--- src/rtl/calc_cu_chained.sv ---
`default_nettype none
// +--------------------------------------------------------------------------+
// | Module      : calc_cu_chained                                            |
// | Description : Calculator control unit and accumulator. Sequences         |
// |               operator/operand entry, runs a WIDTH-bit operation as      |
// |               WIDTH/SLICE carry-chained slice cycles, keeps zero/carry/  |
// |               compare flags, and chains a new operator press into the    |
// |               pending operation.                                         |
// | Options     : CALC_MEM_EN - adds a memory register (opt 6 store,         |
// |               opt 7 recall, edge-detected, IDLE only).                   |
// | Revision    : 1.0 - initial release                                      |
// +--------------------------------------------------------------------------+
module calc_cu_chained #(
  parameter int WIDTH = 16,
  parameter int SLICE = 8
) (
  input  logic             workClk,
  input  logic             reset,
  input  logic [2:0]       opt,
  input  logic             optPressed,
  input  logic             numPressed,
  input  logic             submit,
  input  logic [WIDTH-1:0] regValue,
  output logic             erase,
  output logic             showAns,
  output logic [WIDTH-1:0] ans,
  output logic             clcZero,
  output logic             clcCo,
  output logic             cmpSign,
  output logic             busy
);

  localparam int SLICES = (WIDTH / SLICE < 1) ? 1 : WIDTH / SLICE;
  localparam int SIW    = (SLICES > 1) ? $clog2(SLICES) : 1;
  localparam logic [SIW-1:0]   c_LAST = SIW'(SLICES - 1);
  localparam logic [WIDTH-1:0] c_MASK = WIDTH'({SLICE{1'b1}});

  localparam logic [2:0] c_IDLE  = 3'd0;
  localparam logic [2:0] c_OPSEL = 3'd1;
  localparam logic [2:0] c_ENTRY = 3'd2;
  localparam logic [2:0] c_EXEC  = 3'd3;
  localparam logic [2:0] c_DONE  = 3'd4;

  localparam logic [2:0] c_OP_ADD = 3'd0;
  localparam logic [2:0] c_OP_SUB = 3'd1;
  localparam logic [2:0] c_OP_AND = 3'd2;
  localparam logic [2:0] c_OP_OR  = 3'd3;
  localparam logic [2:0] c_OP_XOR = 3'd4;
  localparam logic [2:0] c_OP_CMP = 3'd5;

  logic [2:0]       r_state, w_next;
  logic [2:0]       r_opcode, r_pend;
  logic             r_chain;
  logic [SIW-1:0]   r_slice;
  logic             r_carry, r_zero;
  logic [WIDTH-1:0] r_temp, r_ans;
  logic             r_zf, r_co, r_sign, r_erase;

  logic             w_optOk, w_isSub, w_isArith, w_ci, w_co, w_zero;
  logic [31:0]      w_lo;
  logic [WIDTH-1:0] w_shA, w_shB, w_temp;
  logic [SLICE-1:0] w_a, w_b, w_bInv, w_res;
  logic [SLICE:0]   w_sum;

  // Only opcodes 0..5 start or chain an operation; 6 and 7 never do.
  assign w_optOk   = optPressed && (opt <= 3'd5);
  assign w_isSub   = (r_opcode == c_OP_SUB) || (r_opcode == c_OP_CMP);
  assign w_isArith = w_isSub || (r_opcode == c_OP_ADD);

  // One slice of the datapath: select slice k, add/logic, merge into temp.
  always_comb begin
    w_lo   = 32'(r_slice) * 32'(SLICE);
    w_shA  = r_ans >> w_lo;
    w_shB  = regValue >> w_lo;
    w_a    = w_shA[SLICE-1:0];
    w_b    = w_shB[SLICE-1:0];
    w_bInv = w_isSub ? ~w_b : w_b;
    w_ci   = (r_slice == '0) ? w_isSub : r_carry;
    w_sum  = {1'b0, w_a} + {1'b0, w_bInv} + {{SLICE{1'b0}}, w_ci};
    w_res  = w_sum[SLICE-1:0];
    w_co   = w_sum[SLICE];
    case (r_opcode)
      c_OP_AND: begin w_res = w_a & w_b; w_co = 1'b0; end
      c_OP_OR:  begin w_res = w_a | w_b; w_co = 1'b0; end
      c_OP_XOR: begin w_res = w_a ^ w_b; w_co = 1'b0; end
      default:  ;
    endcase
    w_zero = (w_res == '0) && ((r_slice == '0) || r_zero);
    w_temp = (r_temp & ~(c_MASK << w_lo)) | (WIDTH'(w_res) << w_lo);
  end

  // Next-state selection; operator presses win over a simultaneous submit.
  always_comb begin
    w_next = r_state;
    case (r_state)
      c_IDLE:  if (w_optOk) w_next = c_OPSEL; else if (submit) w_next = c_DONE;
      c_OPSEL: if (numPressed) w_next = c_ENTRY;
      c_ENTRY: if (w_optOk || submit) w_next = c_EXEC;
      c_EXEC:  if (r_slice == c_LAST) w_next = c_DONE;
      c_DONE:  if (r_chain) w_next = c_OPSEL; else if (!submit) w_next = c_IDLE;
      default: w_next = c_IDLE;
    endcase
  end

`ifdef CALC_MEM_EN
  logic [WIDTH-1:0] r_mem;
  logic             r_optQ;
  logic             w_memStore, w_memLoad;
  assign w_memStore = (r_state == c_IDLE) && optPressed && !r_optQ && (opt == 3'd6);
  assign w_memLoad  = (r_state == c_IDLE) && optPressed && !r_optQ && (opt == 3'd7);

  // Memory register and operator-key edge detector.
  always_ff @(posedge workClk or negedge reset) begin
    if (!reset) begin
      r_mem  <= '0;
      r_optQ <= 1'b0;
    end else begin
      r_optQ <= optPressed;
      if (w_memStore) r_mem <= r_ans;
    end
  end
`endif

  // Control state, slice sequencing and accumulator/flag writeback.
  always_ff @(posedge workClk or negedge reset) begin
    if (!reset) begin
      r_state  <= c_IDLE;
      r_opcode <= c_OP_ADD;
      r_pend   <= c_OP_ADD;
      r_chain  <= 1'b0;
      r_slice  <= '0;
      r_carry  <= 1'b0;
      r_zero   <= 1'b0;
      r_temp   <= '0;
      r_ans    <= '0;
      r_zf     <= 1'b0;
      r_co     <= 1'b0;
      r_sign   <= 1'b0;
      r_erase  <= 1'b1;
    end else begin
      r_state <= w_next;
      // erase is high for every cycle spent in DONE, including a held submit.
      r_erase <= (w_next == c_DONE);
      if ((w_next != r_state) && ((w_next == c_OPSEL) || (w_next == c_ENTRY))) begin
        r_zf <= 1'b0;
        r_co <= 1'b0;
      end
      case (r_state)
        c_IDLE: begin
          if (w_optOk) r_opcode <= opt;
`ifdef CALC_MEM_EN
          if (w_memLoad) begin
            r_ans  <= r_mem;
            r_zf   <= (r_mem == '0);
            r_co   <= 1'b0;
            r_sign <= 1'b0;
          end
`endif
        end
        c_OPSEL: if (w_optOk) r_opcode <= opt;
        c_ENTRY: begin
          r_slice <= '0;
          if (w_optOk) begin
            r_chain <= 1'b1;
            r_pend  <= opt;
          end else if (submit) begin
            r_chain <= 1'b0;
          end
        end
        c_EXEC: begin
          r_temp  <= w_temp;
          r_carry <= w_co;
          r_zero  <= w_zero;
          // Writeback happens on the last slice edge so ans is already valid in DONE.
          if (r_slice == c_LAST) begin
            r_slice <= '0;
            r_zf    <= w_zero;
            r_co    <= w_isArith ? w_co : 1'b0;
            if (r_opcode == c_OP_CMP) begin
              r_sign <= w_temp[WIDTH-1];
            end else begin
              r_ans  <= w_temp;
              r_sign <= 1'b0;
            end
          end else begin
            r_slice <= r_slice + SIW'(1);
          end
        end
        c_DONE: begin
          if (r_chain) begin
            r_opcode <= r_pend;
            r_chain  <= 1'b0;
          end
        end
        default: ;
      endcase
    end
  end

  assign erase   = r_erase;
  assign busy    = (r_state == c_EXEC);
  assign showAns = !((r_state == c_ENTRY) || (r_state == c_EXEC));
  assign ans     = r_ans;
  assign clcZero = r_zf;
  assign clcCo   = r_co;
  assign cmpSign = r_sign;

endmodule
`default_nettype wire

--- config.mk ---
export PLATFORM = sky130hd
export DESIGN_NAME = calc_cu_chained
export DESIGN_NICKNAME = d
export VERILOG_FILES = /design/src/rtl/calc_cu_chained.sv
export SDC_FILE = /design/constraint.sdc
export NUM_CORES = 1
export LEC_CHECK = 0
export ABC_AREA = 1
export CAP_MARGIN = 20
export CELL_PAD_IN_SITES_DETAIL_PLACEMENT = 1
export CELL_PAD_IN_SITES_GLOBAL_PLACEMENT = 1
export CORE_MARGIN = 2
export CORE_UTILIZATION = 41
export CTS_BUF_LIST = sky130_fd_sc_hd__clkbuf_2 sky130_fd_sc_hd__clkbuf_4 sky130_fd_sc_hd__clkbuf_8
export DETAILED_ROUTE_END_ITERATION = 10
export PLACE_DENSITY = 0.82
export SKIP_CTS_REPAIR_TIMING = 1
export SLEW_MARGIN = 25
export SYNTH_ARGS = -nofsm -noshare
export SYNTH_HDL_FRONTEND = slang
export SYNTH_SLANG_ARGS = --single-unit
--- constraint.sdc ---
create_clock -name workClk -period 3.9 [get_ports workClk]
set_input_delay 0.585 -clock workClk [delete_from_list [all_inputs] [get_ports workClk]]
set_output_delay 0.585 -clock workClk [all_outputs]
set_load 0.005 [all_outputs]
# ---- Word-level counts from Yosys, hierarchy flattened
# Index checks and enable logic that the tools add are counted.
dict set report totals {
  wordCells 97
  output_inout_bits 22
  reg_bits 49
  in_bits 24
}
dict set report classes {
  magnitude_cmp 1
  shift 4
  n_reduce_logical 23
  n_eq_ne 16
  muxes 28
  n_bitwise 9
  n_addsub 3
}
# operator count
set op_table {}
lappend op_table {{$shr 16x4->8} 2}
lappend op_table {{$mux 3} 9}
lappend op_table {{$pmux 8 s3} 1}
lappend op_table {{$and 16x16->16} 1}
lappend op_table {{$not 16->16} 1}
lappend op_table {{$or 16x16->16} 1}
lappend op_table {{$shl 8x4->16} 1}
lappend op_table {{$shl 8x4->16 const A} 1}
lappend op_table {{$eq 3x2->1 const B} 5}
lappend op_table {{$pmux 3 s5} 1}
lappend op_table {{$mux 1} 13}
lappend op_table {{$eq 3x3->1 const B} 4}
lappend op_table {{$add 8x8->9} 1}
lappend op_table {{$add 9x1->9} 1}
lappend op_table {{$eq 3x1->1 const B} 3}
lappend op_table {{$and 8x8->8} 1}
lappend op_table {{$logic_not 8->1} 1}
lappend op_table {{$mux 8} 1}
lappend op_table {{$not 8->8} 1}
lappend op_table {{$or 8x8->8} 1}
lappend op_table {{$xor 8x8->8} 1}
lappend op_table {{$logic_not 3->1} 2}
lappend op_table {{$logic_or 1x1->1} 6}
lappend op_table {{$pmux 3 s2} 1}
lappend op_table {{15 further kinds} 24}

# ---- Depth between registers and ports, before layout
# Gate-level depths: netlist (run 1).
dict set report depth {
  word_depth 11
  depth_mapped 19
  mapped_depth_nobuf 18
}

# ---- Worst setup path before layout (run 1)
# No wires, ideal clock.
dict set report synth_path {
  path_kind {register to register}
  startpoint {register r_slice}
  endpoint {register r_co (netlist: clcCo)}
  arrival_ps 2668
  t_required_ps 3783
  period_less_slack_ps 2786
  setup_ps 117
  setup_slack_ps 1114
  path_stages_with_launch 14
  path_cell_list {dfrtp_1 -> buf_2 -> buf_2 -> o21ai_0 -> inv_1 -> fa_1 -> fa_1 -> nand2_1 -> nand3_1 -> nand2_1 -> a21oi_1 -> or2_2 -> nand3_1 -> nand2_1}
}
dict set report synth_between {
  elab_chain_cells 9
  elab_cells_between_ends 19
  classes_between {add/sub: 2; eq/ne: 3; shift: 2; mux: 9; bitwise: 1; reduce/logical: 2}
}
# item line
set synth_rtl {}
lappend synth_rtl {{from (decl)} 54} ;# logic [SIW-1:0] r_slice;
lappend synth_rtl {{from (signal assigned)} 186} ;# r_slice <= r_slice + SIW'(1);
lappend synth_rtl {{$shr 16x4->8} 74} ;# w_shB = regValue >> w_lo;
lappend synth_rtl {{$not 8->8} 77} ;# w_bInv = w_isSub ? ~w_b : w_b;
lappend synth_rtl {{$mux 8} 77}
lappend synth_rtl {{$add 8x8->9} 79} ;# w_sum = {1'b0, w_a} + {1'b0, w_bInv} + {{SLICE{1'b0}}, w_ci};
lappend synth_rtl {{$add 9x1->9} 79}
lappend synth_rtl {{$mux 1} 82} ;# case (r_opcode)
lappend synth_rtl {{$mux 1} 178} ;# r_co <= w_isArith ? w_co : 1'b0;
lappend synth_rtl {{$mux 1} 175} ;# if (r_slice == c_LAST) begin
lappend synth_rtl {{$mux 1 (*)} 148} ;# case (r_state)
lappend synth_rtl {{to (signal assigned)} 178}
lappend synth_rtl {{to (decl)} 57} ;# logic r_zf, r_co, r_sign, r_erase;
# Mark *: on every way between the ends. The rest lies on a longest branch, timed or not.
# A chain may end at the register's enable or synchronous reset.

# ---- Final worst setup path (run 1)
# Same ends and word-level chain as after synthesis.

==> impl.org, run 1 <==
** Status
- The run finished with clean final reports.

** STA
- The count of pins over their slew limit came to 0.
- Ratio of final minimum period to clock period :: 82.5%
- Between clock sinks in the finished design, the worst skew comes to 5.56 ps.
- Final TNS setup :: 0 ps
- The final hold violation count came to 0.
- Hold timing on the final database bottoms out at a slack of 255 ps.
- Setup repair after global routing left no endpoint under its margin.
- Timing would allow up to 0.311 GHz.
- The worst pin sits at a relative slew slack of 60.7%.
- For the pin with the worst max-slew slack, the measured transition is 584 ps.
- Final critical-path required period :: 3220 ps
- Setup violations remaining at the end of the flow were counted as 0.

** Routing
- For this run, design rule violations remaining after detail routing come to 0.
- DRT iter0 DRCs :: 69
- Wirelength per Cell :: 16.0 um
- In this run the remaining antenna-violating nets after routing total 0.
- Wires add up to 9240 um.
- Detailed Routing Iterations Pass 1 :: 4
- For this block, the via count after detailed routing is 2968.
- Dividing the detail-routed via count by the number of cells gives 5.13.

** Yosys
- Fraction of post-synthesis cell area in the top cell type by area :: 32.4%
- Synth Area per Inst :: 7.33 um^2
- Counting every net in the synthesized netlist gives 481.
- Most frequently used flop master after synthesis :: dfrtp_1
- Count of mapped cells out of synthesis :: 432
- The synthesized design contains 42 register bits.
- The share of the Yosys chip area taken by registers is 33.2%.
- Yosys attributes the largest share of cell area to dfrtp_1 32%, nand2_1 13%, ha_1 9.1%.
- Cell area after synthesis :: 3170 um^2
- The largest total area in the synthesized netlist belongs to dfrtp_1.
- In this run, synthesis inferred 0 flip-flops with an integrated enable.
- After synthesis, the share of flip-flops with an asynchronous set or reset is 100%.
- Yosys cell types :: 33
- The Yosys step of the flow raised 0 warnings.

** Critical path
- The setup check on the worst reg-to-reg path leaves a slack of 680 ps.
- The endpoint identified for the worst register-to-register timing path is clcCo.
- The critical path in this run is classified as register to register.
- The worst register-to-register path begins at r_slice.
- Worst setup SP type :: register
- On the worst path, the slowest cell contributes a delay of 580 ps.
- Along the worst path, the maximum fanout reaches 24.
- Data on the critical path arrives at its endpoint at 3420 ps.
- The worst setup path is captured at a register.
- Most used cell along the critical path :: nand2_1
- Count of cells along the worst register-to-register path :: 13
- Master of the slowest instance on the critical path :: dfrtp_1
- Data required, critical path :: 4100 ps
- Ordered list of cells on the worst path :: inv_2, or2_2, o21ai_2, xor2_1, fa_1, fa_1, nand2_1, nand3_1, nand2_1, a21oi_1, or2_2, nand3_1, nand2_1
- Gate family responsible for the most delay along the worst path :: simple AND/OR/NAND/NOR gates
- Together, buffers and inverters on the worst path number 1.

** Cells and area
- Area growth from synthesis to layout :: 20.1%
- The repair_antennas step left the layout with diodes totalling 0.
- Post-route core utilization :: 50.0%
- In the layout the commonest cells are 106 x nand2_1, 68 x inv_1, 46 x o21ai_0, 44 x clkdlybuf4s50_1, 41 x dfrtp_1.
- Fill cell total of the finished layout :: 1004
- Net count reported at finish :: 524
- Most common cell after layout, fill and taps aside :: nand2_1
- In the final layout, the share of cells above drive strength 1 is 13.0%.

** Clocking
- The H-tree generated during clock tree synthesis spans 2 levels.
- Clock tree synthesis selected as its root buffer the cell clkbuf_8.
- Worst-skew pair later-pin latency :: 310 ps
- TritonCTS built the clock tree.
- Counting every sink on the clock net gives 42.
- In this run the deepest clock path goes through 2 buffers.
- Clock slew seen by the registers of the worst setup and hold paths :: 80 ps
- TritonCTS created 5 clock buffers.

** Floorplanning
- 46 I/O pins were placed.
- Die height :: 91.9 um
- After floorplanning, the core was sized to cover 7610 um^2.
- Row generation in the floorplan step produced 32 rows.
- Die Wd :: 91.9 um
- For this configuration, the core starts out at a cell density of 41.6%.
- DIE AREA :: 8440 um^2

** Power
- Power per Cell Area :: 1020 nW/um^2
- Summed over all cells, the static leakage comes to 0.00194 uW.
- VDD sags by at most 384 uV.

** Global routing
- Wire length of the first global-routing pass :: 15300 um
- The number of antenna violations at the first check in global routing was 0.
- Overall track demand over capacity in global routing :: 23.2%
- Entering global routing, the biggest net connects 43 pins.
- Global-route congestion overflow total :: 0
- Number of global-route vias before repair :: 3094

** Worst hold path
- Path class of the lowest-slack min-delay path :: input pin to async pin

** Run
- The tool flagged a number of max-cap violations equal to 0.

** Placed design
- The HPWL after detailed placement is 7220 um.
- Port buffering added 45 buffers.
- Routability-driven placement finished with a final weighted congestion of 0.900.
[how the worst max path moves through the flow]
stage                     start      to  slack (ps)  cells past startpoint
global route            r_slice  r_zero         430                     15
global placement    regValue[8]   clcCo         670                     13
detailed placement  regValue[8]   clcCo         600                     13
finish                  r_slice   clcCo         680                     13
CTS                     r_slice  r_zero         710                     15
floorplan               r_slice   clcCo        1110                     13
[final cells by class]
cell class                      count  area, um^2  area share (%)
Multi-Input combinational cell    302        1760            46.3
Sequential cell                    42        1050            27.7
Timing Repair Buffer               47         463            12.2
Inverter                           77         290            7.63
Tap cell                          102         128            3.36
Clock buffer                        5        68.8            1.81
Clock inverter                      3        40.0            1.05
[synth_stat cells (2+ instances only)]
| cell type | number |
|---|---|
| nand2_1 | 106 |
| inv_1 | 68 |
| o21ai_0 | 46 |
| dfrtp_1 | 41 |
| nor2_1 | 24 |
| ha_1 | 23 |
| nand3_1 | 23 |
| or2_2 | 16 |
| a21oi_1 | 11 |
| inv_2 | 8 |
| xor2_1 | 8 |
| nand4_1 | 7 |
| o21ai_2 | 6 |
| buf_2 | 5 |
| nor2_4 | 5 |
| clkbuf_1 | 4 |
| nand2_2 | 4 |
| nand3_2 | 3 |
| o211ai_1 | 3 |
| o21ai_1 | 3 |
| buf_6 | 2 |
| fa_1 | 2 |
| nand3b_4 | 2 |
| nor2_2 | 2 |
| nor3_1 | 2 |
[cell families after synthesis]
family                   count (synthesis)  share of synthesized area (%)
flip-flops                              42                           33.2
adder cells (fa/ha/maj)                 25                           10.4
AND/OR/NAND/NOR                        196                           30.0
buffers and inverters                   88                           11.1
AO/OA/AOI/OAI                           72                           12.8
XOR/XNOR                                 9                           2.49
[flip-flops by register name, summed over array words and instances, names as in the netlist]
name and flops:
ans 16, r_temp 9, r_opcode 3, r_pend 3
r_state 3, clcCo 1, clcZero 1, cmpSign 1
erase 1, r_carry 1, r_chain 1, r_slice 1
r_zero 1
[power breakdown]
group | switching, uW | internal, uW | total (uW)
registers | 171 | 634 | 806
logic | 1700 | 1020 | 2720
clock network | 162 | 189 | 350
total | 2030 | 1840 | 3870
[metal layers]
| layer | GRT usage [%] | vias to the layer above | part of all wire [%] |
|---|---|---|---|
| met1 | 30.9 | 1455 | 46 |
| met2 | 38.2 | 56 | 48 |
| met5 | 0 | - | 0 |
| li1 | - | 1441 | - |
| met4 | 8.33 | 0 | 2.3 |
| met3 | 3.45 | 16 | 3.4 |
[stage by stage]
step           setup WS (ps)  cell area (um^2)  instances  total power, uW
5_1_grt                  431              3800        578             4270
3_3_place_gp             669              3690        570             3380
2_1_floorplan           1110              3170        432             2650
6_report                 684              3800        578             3870
4_1_cts                  707              3800        578             3880
3_5_place_dp             601              3690        570             3500
(Power assumes the default switching activity.)
==> run 2, diff against run 1 <==
Settings changed: CORE_UTILIZATION 41 to 37, PLACE_DENSITY 0.82 to 0.79.
Clock period 3.9 ns to 2.6 ns, I/O delays scaled along.
==> run 2 against run 1 <==
  * The run now ends with setup timing left
  * Die area is 10% higher
  * Global-route usage is essentially flat
  * Highest routed layer unchanged
  * Clock-buffer cell count up 1
==> impl.org, run 2 (synthesis gave the netlist of run 1 again) <==
** Placed design
- Number of input and output port buffers inserted :: 45 (unchanged)
- Total placed cells including tap cells :: 617 (was 570)
- The final weighted congestion of routability-driven global placement came to 0.912 (was 0.900).
- The post-detailed-placement half-perimeter wirelength was 8100 um (was 7220 um).
- The post-placement setup slack was -378 ps (was 601 ps).

** Clocking
- The clock tree from TritonCTS was done (unchanged).
- The number of CTS-inserted buffers is 5 (unchanged).
- Worst-skew pair later-pin latency :: 290 ps (was 310 ps)
- Number of buffers between clock root and the deepest sink :: 2 (unchanged)
- The maximum level of the CTS H-tree was 2 (unchanged).
- The CTS root buffer is clkbuf_8 (unchanged).
- The clock slew seen by the registers of the worst setup and hold paths came to 80 ps (about the same).
- Number of sinks on the clock net :: 42 (unchanged)

** Worst hold path
- The worst min-delay path class was input pin to async pin (unchanged).

** Status
- The checks that failed: setup timing.
- Status: finished with violations (was completed).

** STA
- The count of pins over their slew limit came to 0 (unchanged).
- The final hold violation count came to 0 (unchanged).
- The max-slew headroom at the worst pin is 59.8% (was 60.7%).
- Ratio of final minimum period to clock period :: 101% (was 82.5%)
- The slew of the pin with the lowest slew margin is 602 ps (was 584 ps).
- Worst hold margin :: 94.7 ps (was 255 ps)
- The post-layout minimum cycle time came to 2630 ps (was 3220 ps).
- The worst clock skew is 2.47 ps (was 5.56 ps).
- Final setup viols :: 2 (was 0)
- Fmax :: 0.380 GHz (was 0.311 GHz)
- Unrepaired setup endpoints after global routing :: yes (was no)
- Worst-case setup margin in the final layout :: -34.3 ps (was 684 ps)

** Cells and area
- Antenna cell count :: 0 (unchanged)
- The final-stage net count is 569 (was 524).
- Max reg flops :: 16 (unchanged)
- The post-synthesis to final-layout area growth is 35.7% (was 20.1%).
- Top library cells by usage in the layout, fill and taps aside: 103 x nand2_1, 66 x inv_1, 45 x buf_4, 44 x clkdlybuf4s50_1, 40 x dfrtp_1 (was 106 x nand2_1, 68 x inv_1, 46 x o21ai_0, 44 x clkdlybuf4s50_1, 41 x dfrtp_1).
- Fill cell total of the finished layout :: 1050 (was 1004)
- Most common cell after layout, fill and taps aside :: nand2_1 (unchanged)
- Layout cells sized above 1 :: 25.3% (was 13.0%)
- Non-Filler Instances :: 626 (was 578)

** Floorplanning
- Die height :: 96.5 um (was 91.9 um)
- DIE AREA :: 9310 um^2 (was 8440 um^2)
- The total core area was 8260 um^2 (was 7610 um^2).
- Number of standard-cell rows in the floorplan :: 33 (was 32)
- The I/O pin count was 46 (unchanged).
- The effective utilization at floorplan came to 38.3% (was 41.6%).
- The width of the chip came to 96.5 um (was 91.9 um).

** Critical path
- Worst setup SP type :: register (unchanged)
- Master of the slowest instance on the critical path :: dfrtp_2 (was dfrtp_1)
- The peak fanout along the critical path came to 13 (was 24).
- The cell seen most often among critical-path stages is fa_2 (was nand2_1).
- The startpoint-to-endpoint class of the critical path is register to register (unchanged).
- Worst EP arrival :: 2870 ps (was 3420 ps)
- The required time of the critical path came to 2840 ps (was 4100 ps).
- Ordered list of cells on the worst path :: inv_6, or2_4, o21ai_4, xor2_2, fa_2, fa_2, xnor2_2, nor2_1, nor2_4, nand3_2, nor2_2, nand4_1, nand2_1 (was inv_2, or2_2, o21ai_2, xor2_1, fa_1, fa_1, nand2_1, nand3_1, nand2_1, a21oi_1, or2_2, nand3_1, nand2_1)
- The kind of end point of the critical path is a register (unchanged).
- The worst stage delay on the critical path came to 460 ps (was 580 ps).

** Routing
- Detailed Routing Iterations Pass 1 :: 4 (unchanged)
- Via-per-instance ratio :: 5.02 (was 5.13)
- The wire length per cell after detailed routing came to 16.4 um (was 16.0 um).
- The count of unresolved DRC violations after routing came to 0 (unchanged).
- DRT iter0 DRCs :: 87 (was 69)
- The post-route antenna net violation count came to 0 (unchanged).
- The via count of the routed design was 3140 (was 2968).
- The sum of routed wire length over all layers is 10300 um (was 9240 um).

** Global routing
- The number of global-route vias before repair is 3372 (was 3094).
- Wire length of the first global-routing pass :: 16400 um (was 15300 um)
- The all-layer global routing usage is 23.1% (was 23.2%).
- The pin count of the biggest net entering global routing came to 27 (was 43).
- The global route total overflow is 0 (unchanged).
- The number of antenna violations at the first check in global routing came to 0 (unchanged).

** Run
- The max capacitance violation total was 0 (unchanged).
## run 2: cell count changes in the layout (fill, tap and decap cells not counted), moves of 5 or more
cell     before  now
buf_4         3   45
o21ai_0      46   34
o21ai_1       3    9
o21ai_4       0    5
## run 2: area by class of cell
type,count,area [um^2],area share (%)
inverters,77,295,6.87
clock buffers,6,82.6,1.92
clock inverters,2,12.5,0.291
flip-flops and latches,42,1050,24.5
repair buffers,92,810,18.8
multi-input cells,302,1910,44.5
well taps,105,131,3.06
## run 2: metrics by stage
step / setup TNS [ps] / util, % / instance area [um^2]
2_1_floorplan: 0 / - / 3210
3_3_place_gp: -2810 / 49.1 / 4060
3_5_place_dp: -4460 / 49.1 / 4060
4_1_cts: -1500 / 50.3 / 4150
5_1_grt: -917 / 52.0 / 4300
6_report: -42.0 / 52.0 / 4300
## run 2: worst max-delay path: cells and delay by family (launching register included)
family	cells	cell delay, ps
buf+inv	1	90
xor+xnor	2	250
simple gates	7	890
fa+ha+maj	2	800
flops	1	460
compound gates	1	80
## run 2: metal layers
layer	up-vias	global-route usage (%)	share of wire, %
li1	1530	-	-
met1	1542	30.6	46
met2	52	39.2	49
met3	16	3.41	2.9
met4	0	6.81	2.0
met5	-	0	0
## run 2: final timing paths
check,startpoint,end,slack (ps),cells past startpoint
max,r_slice,r_zero,-30,13
min reg2reg,r_temp[0],r_temp[0],490,2
min in group workClk,r_temp[0],r_temp[0],490,2
max in group asynchronous,reset,ans[4],1840,2
max reg2reg,r_slice,r_zero,-30,13
min,reset,r_state[2],90,1
Power of run 2 is left out: the tool's default activity adds up to more than one toggle a clock period on the data nets, which glitch-free logic cannot reach.
